--- config.mk ---
export PLATFORM = sky130hd
export DESIGN_NAME = ac_run_length_encoder
export DESIGN_NICKNAME = d
export VERILOG_FILES = /design/src/rtl/jpeg_pkg.sv /design/src/rtl/jpeg_amp_encoder.sv /design/src/rtl/ac_run_length_encoder.sv
export SDC_FILE = /design/constraint.sdc
export NUM_CORES = 2
export LEC_CHECK = 0
export ABC_CLOCK_PERIOD_IN_PS = 7800
export CAP_MARGIN = 20
export CORE_AREA = 2 2 313 315
export CTS_CLUSTER_DIAMETER = 200
export DETAILED_ROUTE_END_ITERATION = 7
export DIE_AREA = 0 0 315 317
export PLACE_DENSITY = 0.69
export SKIP_LAST_GASP = 1
export SLEW_MARGIN = 20
export SYNTH_ARGS = -nofsm -noshare
export SYNTH_HDL_FRONTEND = slang
export SYNTH_SLANG_ARGS = --single-unit
--- constraint.sdc ---
create_clock -name clk -period 7.8 [get_ports clk]
set_clock_uncertainty 0.2 [all_clocks]
set_input_delay 1.56 -clock clk [delete_from_list [all_inputs] [get_ports clk]]
set_output_delay 1.56 -clock clk [all_outputs]
set_load 0.02 [all_outputs]
--- src/rtl/jpeg_pkg.sv ---
// Shared JPEG entropy-coding definitions.
// Holds default block geometry and coefficient widths, the fixed ZRL/EOB
// symbol codes and the run-length encoder FSM state type.
package jpeg_pkg;

    localparam int unsigned McuSize      = 8;
    localparam int unsigned CoefBitwidth = 12;
    localparam int unsigned IdxBitwidth  = 6;

    localparam int unsigned RunWidth  = 4;
    localparam int unsigned SizeWidth = 4;

    // ZRL: sixteen zeros. EOB: remaining coefficients are all zero.
    localparam logic [RunWidth-1:0]  ZrlRun  = 4'd15;
    localparam logic [SizeWidth-1:0] ZrlSize = 4'd0;
    localparam logic [RunWidth-1:0]  EobRun  = 4'd0;
    localparam logic [SizeWidth-1:0] EobSize = 4'd0;

    typedef enum logic [1:0] {
        StIdle,
        StScan,
        StEob
    } rle_state_e;

endpackage

--- src/rtl/jpeg_amp_encoder.sv ---
// Combinational JPEG magnitude-category / amplitude encoder.
//   coef_i : signed quantized coefficient
//   size_o : bit length of |coef_i| (0 for a zero coefficient)
//   amp_o  : coef_i if positive, else (coef_i - 1), truncated to size_o bits,
//            LSB-aligned with upper bits zero
module jpeg_amp_encoder
    import jpeg_pkg::*;
#(
    parameter int unsigned COEF_BITWIDTH = CoefBitwidth
) (
    input  logic [COEF_BITWIDTH-1:0] coef_i,
    output logic [SizeWidth-1:0]     size_o,
    output logic [COEF_BITWIDTH-2:0] amp_o
);

    localparam int unsigned AmpWidth = COEF_BITWIDTH - 1;
    localparam logic [COEF_BITWIDTH-1:0] MostNeg = {1'b1, {AmpWidth{1'b0}}};

    logic [COEF_BITWIDTH-1:0] mag;
    logic [AmpWidth-1:0]      coef_m1;
    logic [AmpWidth-1:0]      raw;
    logic [AmpWidth-1:0]      mask;

    always_comb begin
        mag     = coef_i[COEF_BITWIDTH-1] ? (~coef_i + COEF_BITWIDTH'(1)) : coef_i;
        // Only the low bits of (v - 1) survive truncation, so subtract in that width.
        coef_m1 = coef_i[AmpWidth-1:0] - AmpWidth'(1);

        size_o = '0;
        for (int b = 0; b < int'(COEF_BITWIDTH); b++) begin
            if (mag[b]) begin
                size_o = SizeWidth'(b + 1);
            end
        end

        raw   = coef_i[COEF_BITWIDTH-1] ? coef_m1 : coef_i[AmpWidth-1:0];
        // Shifting out the single set bit at size == AmpWidth wraps to an all-ones mask.
        mask  = (AmpWidth'(1) << size_o) - AmpWidth'(1);
        amp_o = raw & mask;

        // The most negative value has no representable magnitude; pin it.
        if (coef_i == MostNeg) begin
            size_o = SizeWidth'(AmpWidth);
            amp_o  = '0;
        end
    end

endmodule

--- src/rtl/ac_run_length_encoder.sv ---
// JPEG AC run-length encoder.
// Accepts one zigzag-ordered block plus the index of its last nonzero
// coefficient, then emits (run, size, amp) symbols for the AC coefficients,
// including ZRL for runs of sixteen zeros and a closing EOB when the block
// ends before index 63.
//   clk, n_rst          : clock, asynchronous active-low reset
//   i_data, i_last_idx  : block and last-nonzero index, qualified by i_valid
//   i_valid / o_ready   : block handshake (o_ready only while idle)
//   o_run, o_size,
//   o_amp, o_last       : symbol fields, qualified by o_valid
//   o_valid / i_ready   : symbol handshake
module ac_run_length_encoder
    import jpeg_pkg::*;
#(
    parameter int unsigned MCU_SIZE      = McuSize,
    parameter int unsigned COEF_BITWIDTH = CoefBitwidth,
    parameter int unsigned IDX_BITWIDTH  = IdxBitwidth
) (
    input  logic                                          clk,
    input  logic                                          n_rst,
    input  logic [MCU_SIZE*MCU_SIZE-1:0][COEF_BITWIDTH-1:0] i_data,
    input  logic [IDX_BITWIDTH-1:0]                       i_last_idx,
    input  logic                                          i_valid,
    output logic                                          o_ready,
    output logic [RunWidth-1:0]                           o_run,
    output logic [SizeWidth-1:0]                          o_size,
    output logic [COEF_BITWIDTH-2:0]                      o_amp,
    output logic                                          o_last,
    output logic                                          o_valid,
    input  logic                                          i_ready
);

    localparam int unsigned NumCoef = MCU_SIZE * MCU_SIZE;
    localparam logic [IDX_BITWIDTH-1:0] FinalIdx = IDX_BITWIDTH'(NumCoef - 1);

    rle_state_e state_q, state_d;
    logic [IDX_BITWIDTH-1:0] idx_q, idx_d;
    logic [IDX_BITWIDTH-1:0] last_idx_q, last_idx_d;
    logic [RunWidth-1:0]     run_q, run_d;
    logic                    eob_sent_q, eob_sent_d;
    logic [NumCoef-1:0][COEF_BITWIDTH-1:0] data_q;
    logic                    data_en;

    logic                     valid_q, valid_d;
    logic [RunWidth-1:0]      sym_run_q, sym_run_d;
    logic [SizeWidth-1:0]     sym_size_q, sym_size_d;
    logic [COEF_BITWIDTH-2:0] sym_amp_q, sym_amp_d;
    logic                     sym_last_q, sym_last_d;

    logic [COEF_BITWIDTH-1:0] coef;
    logic [SizeWidth-1:0]     coef_size;
    logic [COEF_BITWIDTH-2:0] coef_amp;
    logic                     advance;

    assign coef = data_q[idx_q];

    jpeg_amp_encoder #(
        .COEF_BITWIDTH(COEF_BITWIDTH)
    ) u_amp (
        .coef_i(coef),
        .size_o(coef_size),
        .amp_o (coef_amp)
    );

    // Output register is free, or its symbol leaves this cycle.
    assign advance = !valid_q || i_ready;

    always_comb begin
        state_d    = state_q;
        idx_d      = idx_q;
        last_idx_d = last_idx_q;
        run_d      = run_q;
        eob_sent_d = eob_sent_q;
        data_en    = 1'b0;
        valid_d    = valid_q && !i_ready;
        sym_run_d  = sym_run_q;
        sym_size_d = sym_size_q;
        sym_amp_d  = sym_amp_q;
        sym_last_d = sym_last_q;

        unique case (state_q)
            StIdle: begin
                if (i_valid) begin
                    data_en    = 1'b1;
                    last_idx_d = i_last_idx;
                    idx_d      = IDX_BITWIDTH'(1);
                    run_d      = '0;
                    eob_sent_d = 1'b0;
                    state_d    = (i_last_idx == '0) ? StEob : StScan;
                end
            end
            StScan: begin
                if (advance) begin
                    if (coef == '0) begin
                        if (run_q == ZrlRun) begin
                            valid_d    = 1'b1;
                            sym_run_d  = ZrlRun;
                            sym_size_d = ZrlSize;
                            sym_amp_d  = '0;
                            sym_last_d = 1'b0;
                            run_d      = '0;
                        end else begin
                            run_d = run_q + RunWidth'(1);
                        end
                    end else begin
                        valid_d    = 1'b1;
                        sym_run_d  = run_q;
                        sym_size_d = coef_size;
                        sym_amp_d  = coef_amp;
                        sym_last_d = (idx_q == FinalIdx);
                        run_d      = '0;
                    end

                    if (idx_q == FinalIdx) begin
                        state_d = StIdle;
                    end else if (idx_q == last_idx_q) begin
                        state_d = StEob;
                    end else begin
                        idx_d = idx_q + IDX_BITWIDTH'(1);
                    end
                end
            end
            StEob: begin
                if (eob_sent_q) begin
                    if (i_ready) begin
                        state_d = StIdle;
                    end
                end else if (advance) begin
                    valid_d    = 1'b1;
                    sym_run_d  = EobRun;
                    sym_size_d = EobSize;
                    sym_amp_d  = '0;
                    sym_last_d = 1'b1;
                    eob_sent_d = 1'b1;
                end
            end
            default: state_d = StIdle;
        endcase
    end

    always_ff @(posedge clk or negedge n_rst) begin
        if (!n_rst) begin
            state_q    <= StIdle;
            idx_q      <= '0;
            last_idx_q <= '0;
            run_q      <= '0;
            eob_sent_q <= 1'b0;
            valid_q    <= 1'b0;
            sym_run_q  <= '0;
            sym_size_q <= '0;
            sym_amp_q  <= '0;
            sym_last_q <= 1'b0;
        end else begin
            state_q    <= state_d;
            idx_q      <= idx_d;
            last_idx_q <= last_idx_d;
            run_q      <= run_d;
            eob_sent_q <= eob_sent_d;
            valid_q    <= valid_d;
            sym_run_q  <= sym_run_d;
            sym_size_q <= sym_size_d;
            sym_amp_q  <= sym_amp_d;
            sym_last_q <= sym_last_d;
        end
    end

    always_ff @(posedge clk or negedge n_rst) begin
        if (!n_rst) begin
            data_q <= '0;
        end else if (data_en) begin
            data_q <= i_data;
        end
    end

    // Gate with n_rst so the encoder never advertises readiness while held in reset.
    assign o_ready = (state_q == StIdle) && n_rst;
    assign o_valid = valid_q;
    assign o_run   = sym_run_q;
    assign o_size  = sym_size_q;
    assign o_amp   = sym_amp_q;
    assign o_last  = sym_last_q;

endmodule
Word level (Yosys, flattened, before mapping)
Index checks and enable logic that the tools add are counted.

$add $sub $neg: 5. Multipliers: 0. Div/mod/pow operators: 0. $lt $le $gt $ge: 1. Equal/unequal tests: 16. Shifts and indexed selects: 1. Muxes and demuxes: 70. Bitwise operators: 2. Reductions and logical operators: 17.

Operators with widths (number): 11-bit 2-to-1 mux (7); 12-bit binary-select mux with 6-bit select (1); 4-bit 2-to-1 mux (18); 12-bit 2-to-1 mux (2); 6-bit 2-to-1 mux (4); 4-bit case mux with 2 select lines (3); 11-bit case mux with 2 select lines (1); 2-bit 2-to-1 mux (9); 1-bit 2-to-1 mux (16); 2-bit inequality test (second input constant) (8); 5-bit AND reduction (3); 12-bit by 1-bit adder with 12-bit output (second input constant) (1); 12-bit equality test (second input constant) (1); 12-bit logical NOT (1); 3-bit 2-to-1 mux (4); 12-bit NOT (1); 6-bit case mux with 2 select lines (1); 11-bit AND (1); 1-bit by 4-bit << shifter with 11-bit output (first input constant) (1); 11-bit by 1-bit subtractor with 11-bit output (second input constant) (1); 11-bit by 2-bit subtractor with 11-bit output (second input constant) (1); 6-bit by 7-bit < comparator with 1-bit output (second input constant) (1); 6-bit by 1-bit adder with 6-bit output (second input constant) (1); 6-bit equality test (1); other kinds (16) (24).

Flip-flop bits (word level): 808. Bits in latches: 0. Bits in writable memories: 0. Bits in read-only memories: 0. Input bits: 778. Output and inout bits: 22. Memories: 0.

Longest topological paths before layout
Word-level depth: 24. Depth in mapped cells: 28. Mapped depth without buffers: 19.

By module
A second synthesis with hierarchy kept.

Cell total of the unflattened synthesis: 4117. Area, all modules: 38199.1 um^2.

Modules (own cells, without submodules): ac_run_length_encoder (instances 1, cells an instance 3936, area an instance 37040.5 um^2); jpeg_amp_encoder (instances 1, cells an instance 181, area an instance 1158.6 um^2).

Worst setup path before layout
OpenSTA, ideal clock, no wires.

Kind: reg-to-reg. From: reg idx_q[0]. To: reg sym_amp_q[1], in the netlist o_amp[1]. Arrival: 5339 ps. Path slack: 2184 ps. Stages on the path, launching flop included: 23. Path buffers: 7. Period minus slack after synthesis: 5616 ps. Cell sequence: dfrtp_1 -> buf_6 -> buf_12 -> buf_12 -> buf_12 -> buf_8 -> buf_8 -> buf_4 -> mux4_2 -> mux4_2 -> o22a_4 -> nand2_1 -> ha_1 -> o21ai_1 -> a211oi_1 -> nor4b_1 -> a31oi_1 -> a41o_2 -> nor2_1 -> o21ai_1 -> ha_1 -> or4_1 -> o21ai_1.

Word-level cells in the longest chain between the ends: 24.

Ends and longest elaborated chain: start, declared (line ac_run_length_encoder.sv:37) `logic [IDX_BITWIDTH-1:0] idx_q, idx_d;`; start signal, assigned (line ac_run_length_encoder.sv:155) `idx_q <= idx_d;`; 12-bit binary-select mux with 6-bit select (*) (line ac_run_length_encoder.sv:55) `assign coef = data_q[idx_q];`; 12-bit 2-to-1 mux (not written as such) (*) (line ac_run_length_encoder.sv:55); 12-bit NOT (line jpeg_amp_encoder.sv:25) `mag = coef_i[COEF_BITWIDTH-1] ? (~coef_i + COEF_BITWIDTH'(1)) : coef_i;`; 12-bit by 1-bit adder with 12-bit output (line jpeg_amp_encoder.sv:25); 12-bit 2-to-1 mux (line jpeg_amp_encoder.sv:25); 1-bit 2-to-1 mux (line jpeg_amp_encoder.sv:31) `if (mag[b]) begin`; 2-bit 2-to-1 mux (2 in a row) (line jpeg_amp_encoder.sv:31); 3-bit 2-to-1 mux (4 in a row) (line jpeg_amp_encoder.sv:31); 4-bit 2-to-1 mux (5 in a row) (line jpeg_amp_encoder.sv:31); 1-bit by 4-bit << shifter with 11-bit output (line jpeg_amp_encoder.sv:38) `mask = (AmpWidth'(1) << size_o) - AmpWidth'(1);`; 11-bit by 2-bit subtractor with 11-bit output (line jpeg_amp_encoder.sv:38); 11-bit AND (line jpeg_amp_encoder.sv:39) `amp_o = raw & mask;`; 11-bit 2-to-1 mux (line jpeg_amp_encoder.sv:42) `if (coef_i == MostNeg) begin`; 11-bit 2-to-1 mux (line ac_run_length_encoder.sv:94) `if (coef == '0) begin`; 11-bit 2-to-1 mux (line ac_run_length_encoder.sv:93) `if (advance) begin`; 11-bit case mux with 2 select lines (line ac_run_length_encoder.sv:81) `unique case (state_q)`; end signal, assigned (line ac_run_length_encoder.sv:162) `sym_amp_q <= sym_amp_d;`; end, declared (line ac_run_length_encoder.sv:47) `logic [COEF_BITWIDTH-2:0] sym_amp_q, sym_amp_d;`.

Every way passes the cells marked *; elsewhere a longest branch is shown, timed or not. The select of a mux whose other input is x is not followed. A chain may end at the register's enable or synchronous reset.

Worst setup path after layout
Same ends and word-level chain as after synthesis.

==> key figures <==
Hold path
  • Worst Hold Class: reg2reg

STA
  • # setup viols final: 0
  • Worst slew margin: 25.3%
  • Fin. max-slew vios: 0
  • Highest clock rate: 149 MHz
  • Final Hold Viols: 0
  • Period utilization: 85.8%
  • RSZ-0062 raised after global routing: false
  • Fin worst setup slack: 1.11 ns
  • Final min period: 6.69 ns
  • Slew @ Worst Pin: 1.09 ns
  • Setup tns final: 0 ns

Logic synthesis
  • Yosys warning count: 0
  • Mean Syn Cell Area: 9.26 sq um
  • Synthesized cell area: 38200 sq um
  • Top FF cell, synth: dfrtp_1
  • Area leader, netlist: dfrtp_1
  • Post-synth top area share: 52.9%
  • Largest cells by area after synthesis: dfrtp_1, nand2_1, mux4_2
  • Yosys cell types: 89
  • Synth Net Count: 4912
  • #FFs+latches synth: 808
  • Asr flop ratio synth: 100%
  • Register area share after synthesis: 52.9%
  • EDFF count, synth: 0
  • Post-Syn Instances: 4126

Final layout
  • Finished Layout Cells: 6173
  • Most frequent cells in the layout: nand2_1, dfrtp_1, clkdlybuf4s50_1
  • Core Util, Final: 52.0%
  • Area grow syn2layout: 31.1%
  • Nets@finish: 5595
  • Fraction of layout cells with a size suffix above 1: 8.14%
  • # fillers: 8824
  • Commonest non-fill, non-tap cell in the layout: nand2_1

Worst setup path
  • Crit end category: register
  • FF-to-FF setup slack: 1.11 ns
  • Critical setup path kind: reg2reg
  • Critical Path AT: 7.05 ns
  • Critical Path Fanout Max: 41
  • CP startpoint kind: register
  • Critical Path RT: 8.16 ns

Clocking
  • CTS sink count: 808
  • Post_cts resized: 0
  • CTS HTree Levels: 3
  • Skew-Pair Late Insertion Delay: 0.65 ns
  • CTS Buf Count: 87
  • Postcts setup bufs: 0
  • Clock Path Buffers: 3
  • CTS tree: done
  • Post-CTS Hold Buffers: 0
  • Clock root cell: clkbuf_16
  • Worst-path clk slew: 0.06 ns

Placement
  • Hpwl dp: 109 mm
  • Pre-CTS setup slack: 1.29 ns
  • Inst Count DP: 5996
  • Final RePlAce weighted congestion: 0.918
  • Port bufs: 799

Floorplan
  • Cell Rows: 114
  • Initial core utilization: 39.7%
  • Total die area: 99900 sq um
  • Ports: 800
  • Core area: 96300 sq um
  • Die H: 317 um
  • Die extent in x: 315 um

Global routing
  • Met3 Track Usage GR: 4.74%
  • Largest net degree at the start of global routing: 190
  • Initial antenna violation count: 24
  • Vias in the first global route: 32958
  • Most Crowded Layer GR: met2
  • GRT met2 Usage: 46.1%
  • Met1 GRT Util: 37.5%
  • Total GRT Usage: 28.7%
  • Congestion Overflow GR: 0
  • First-pass GRT wire length: 211 mm

Detailed routing
  • Post-DRT Antenna Nets: 0
  • Routed WL per cell: 23.4 um
  • First DRT Iteration DRCs: 3174
  • First-pass DRT Iterations: 5
  • DR vias: 32447
  • Final wirelength: 145 mm
  • DR vias/cell: 5.26
  • Drt drc: 0

Status
  • Status: completed

Flow run
  • MaxCap Viol Count: 0

Power
  • Power per Cell Area: 412 nW/um^2
  • LEAKAGE: 24.3 nW
  • Worst vdd ir: 0.196 mV
==> layout make-up <==
cell class	instances	area [sq um]	share of cell area (%)
timing repair buffer	847	8510	17.0
tap	1276	1600	3.19
clock buffer	128	2520	5.04
antenna	20	50.0	0.0999
multi-input combinational	3053	16700	33.4
sequential	808	20200	40.4
clock inverter	29	410	0.820
inverter	12	45.0	0.0899
==> worst paths after layout <==
| kind | endpoint | from | cells past startpoint |
|---|---|---|---|
| worst max-delay path | o_amp[1]$_DFFE_PN0P_ | idx_q[0]$_DFFE_PN0P_ | 17 |
| worst min-delay path | data_q[299]$_DFFE_PN0P_ | data_q[299]$_DFFE_PN0P_ | 2 |
| worst max register to register | o_amp[1]$_DFFE_PN0P_ | idx_q[0]$_DFFE_PN0P_ | 17 |
| worst min register to register | data_q[299]$_DFFE_PN0P_ | data_q[299]$_DFFE_PN0P_ | 2 |
| max in group asynchronous | idx_q[0]$_DFFE_PN0P_ | n_rst | 4 |
| min in group asynchronous | data_q[221]$_DFFE_PN0P_ | n_rst | 1 |
==> critical path: stages, from the launching register on <==
cell and delay (ns):
dfrtp_4 0.99, buf_12 0.36, mux4_2 0.55, mux2i_1 0.41, a21oi_1 0.24, o22a_4 0.33, nand2_1 0.14, ha_1 0.23
o21ai_1 0.23, a211oi_1 0.66, nand3_1 0.19, nand3_1 0.33, nand3_2 0.24, nor3_1 0.29, o21ai_1 0.15, ha_1 0.31
or4_1 0.52, o21ai_1 0.12
==> cell families after synthesis <==
kind of cell | count (synthesis) | synth area share, %
fa+ha+maj | 8 | 0.262
simple gates | 2513 | 25.3
compound gates | 231 | 4.52
flops | 808 | 52.9
xor+xnor | 20 | 0.458
mux | 281 | 13.1
buf+inv | 265 | 3.39
==> registers in the layout, indices dropped and copies added, names as in the netlist, 2 cells and up <==
register / cells
data_q: 768
idx_q: 6
last_idx_q: 6
o_amp: 11
o_run: 4
o_size: 4
run_q: 4
state_q: 2
==> per-stage QoR <==
step / area (sq um) / hold slack [ns] / power (mW)
after detailed placement: 47100 / 0.255 / 16.3
after global placement: 47100 / 0.250 / 16.3
after global routing: 50100 / 0.289 / 21.9
after CTS: 50000 / 0.269 / 20.7
final: 50100 / 0.268 / 20.6
after floorplan: 38200 / 0.237 / 13.0
==> cells in the mapped netlist, types with 6 or more instances <==
cell type and count:
mux4_4 7, a22oi_1 20, o221ai_1 11, buf_1 11, ha_1 8, a21o_1 9, o21ai_0 21, nand3_1 15
buf_4 15, xor2_1 8, a31oi_1 8, mux2i_1 98, o211ai_1 7, nand2_1 2374, and2_1 8, or3_1 10
dfrtp_1 808, buf_6 11, a22o_1 9, nand2b_1 8, nor2_1 46, a32o_1 6, nor2b_1 12, mux4_1 10
inv_1 9, a211oi_1 12, mux4_2 153, nor3_1 9, clkbuf_1 188, o22ai_1 22, a21oi_1 31, xnor2_1 12
buf_2 17, o21ai_1 12, mux2_2 13
==> per-layer routing <==
metal / vias up / wire length, um
met3: 313 / 8910
met2: 1273 / 69100
met1: 16053 / 58700
met4: 10 / 7800
li1: 14798 / -
met5: - / 62
==> power by group <==
part,switching (mW),internal (mW)
sequential,1.40,6.15
combinational,5.28,3.55
clock,1.75,2.51
No activity file was read; power rests on OpenSTA's default activity.
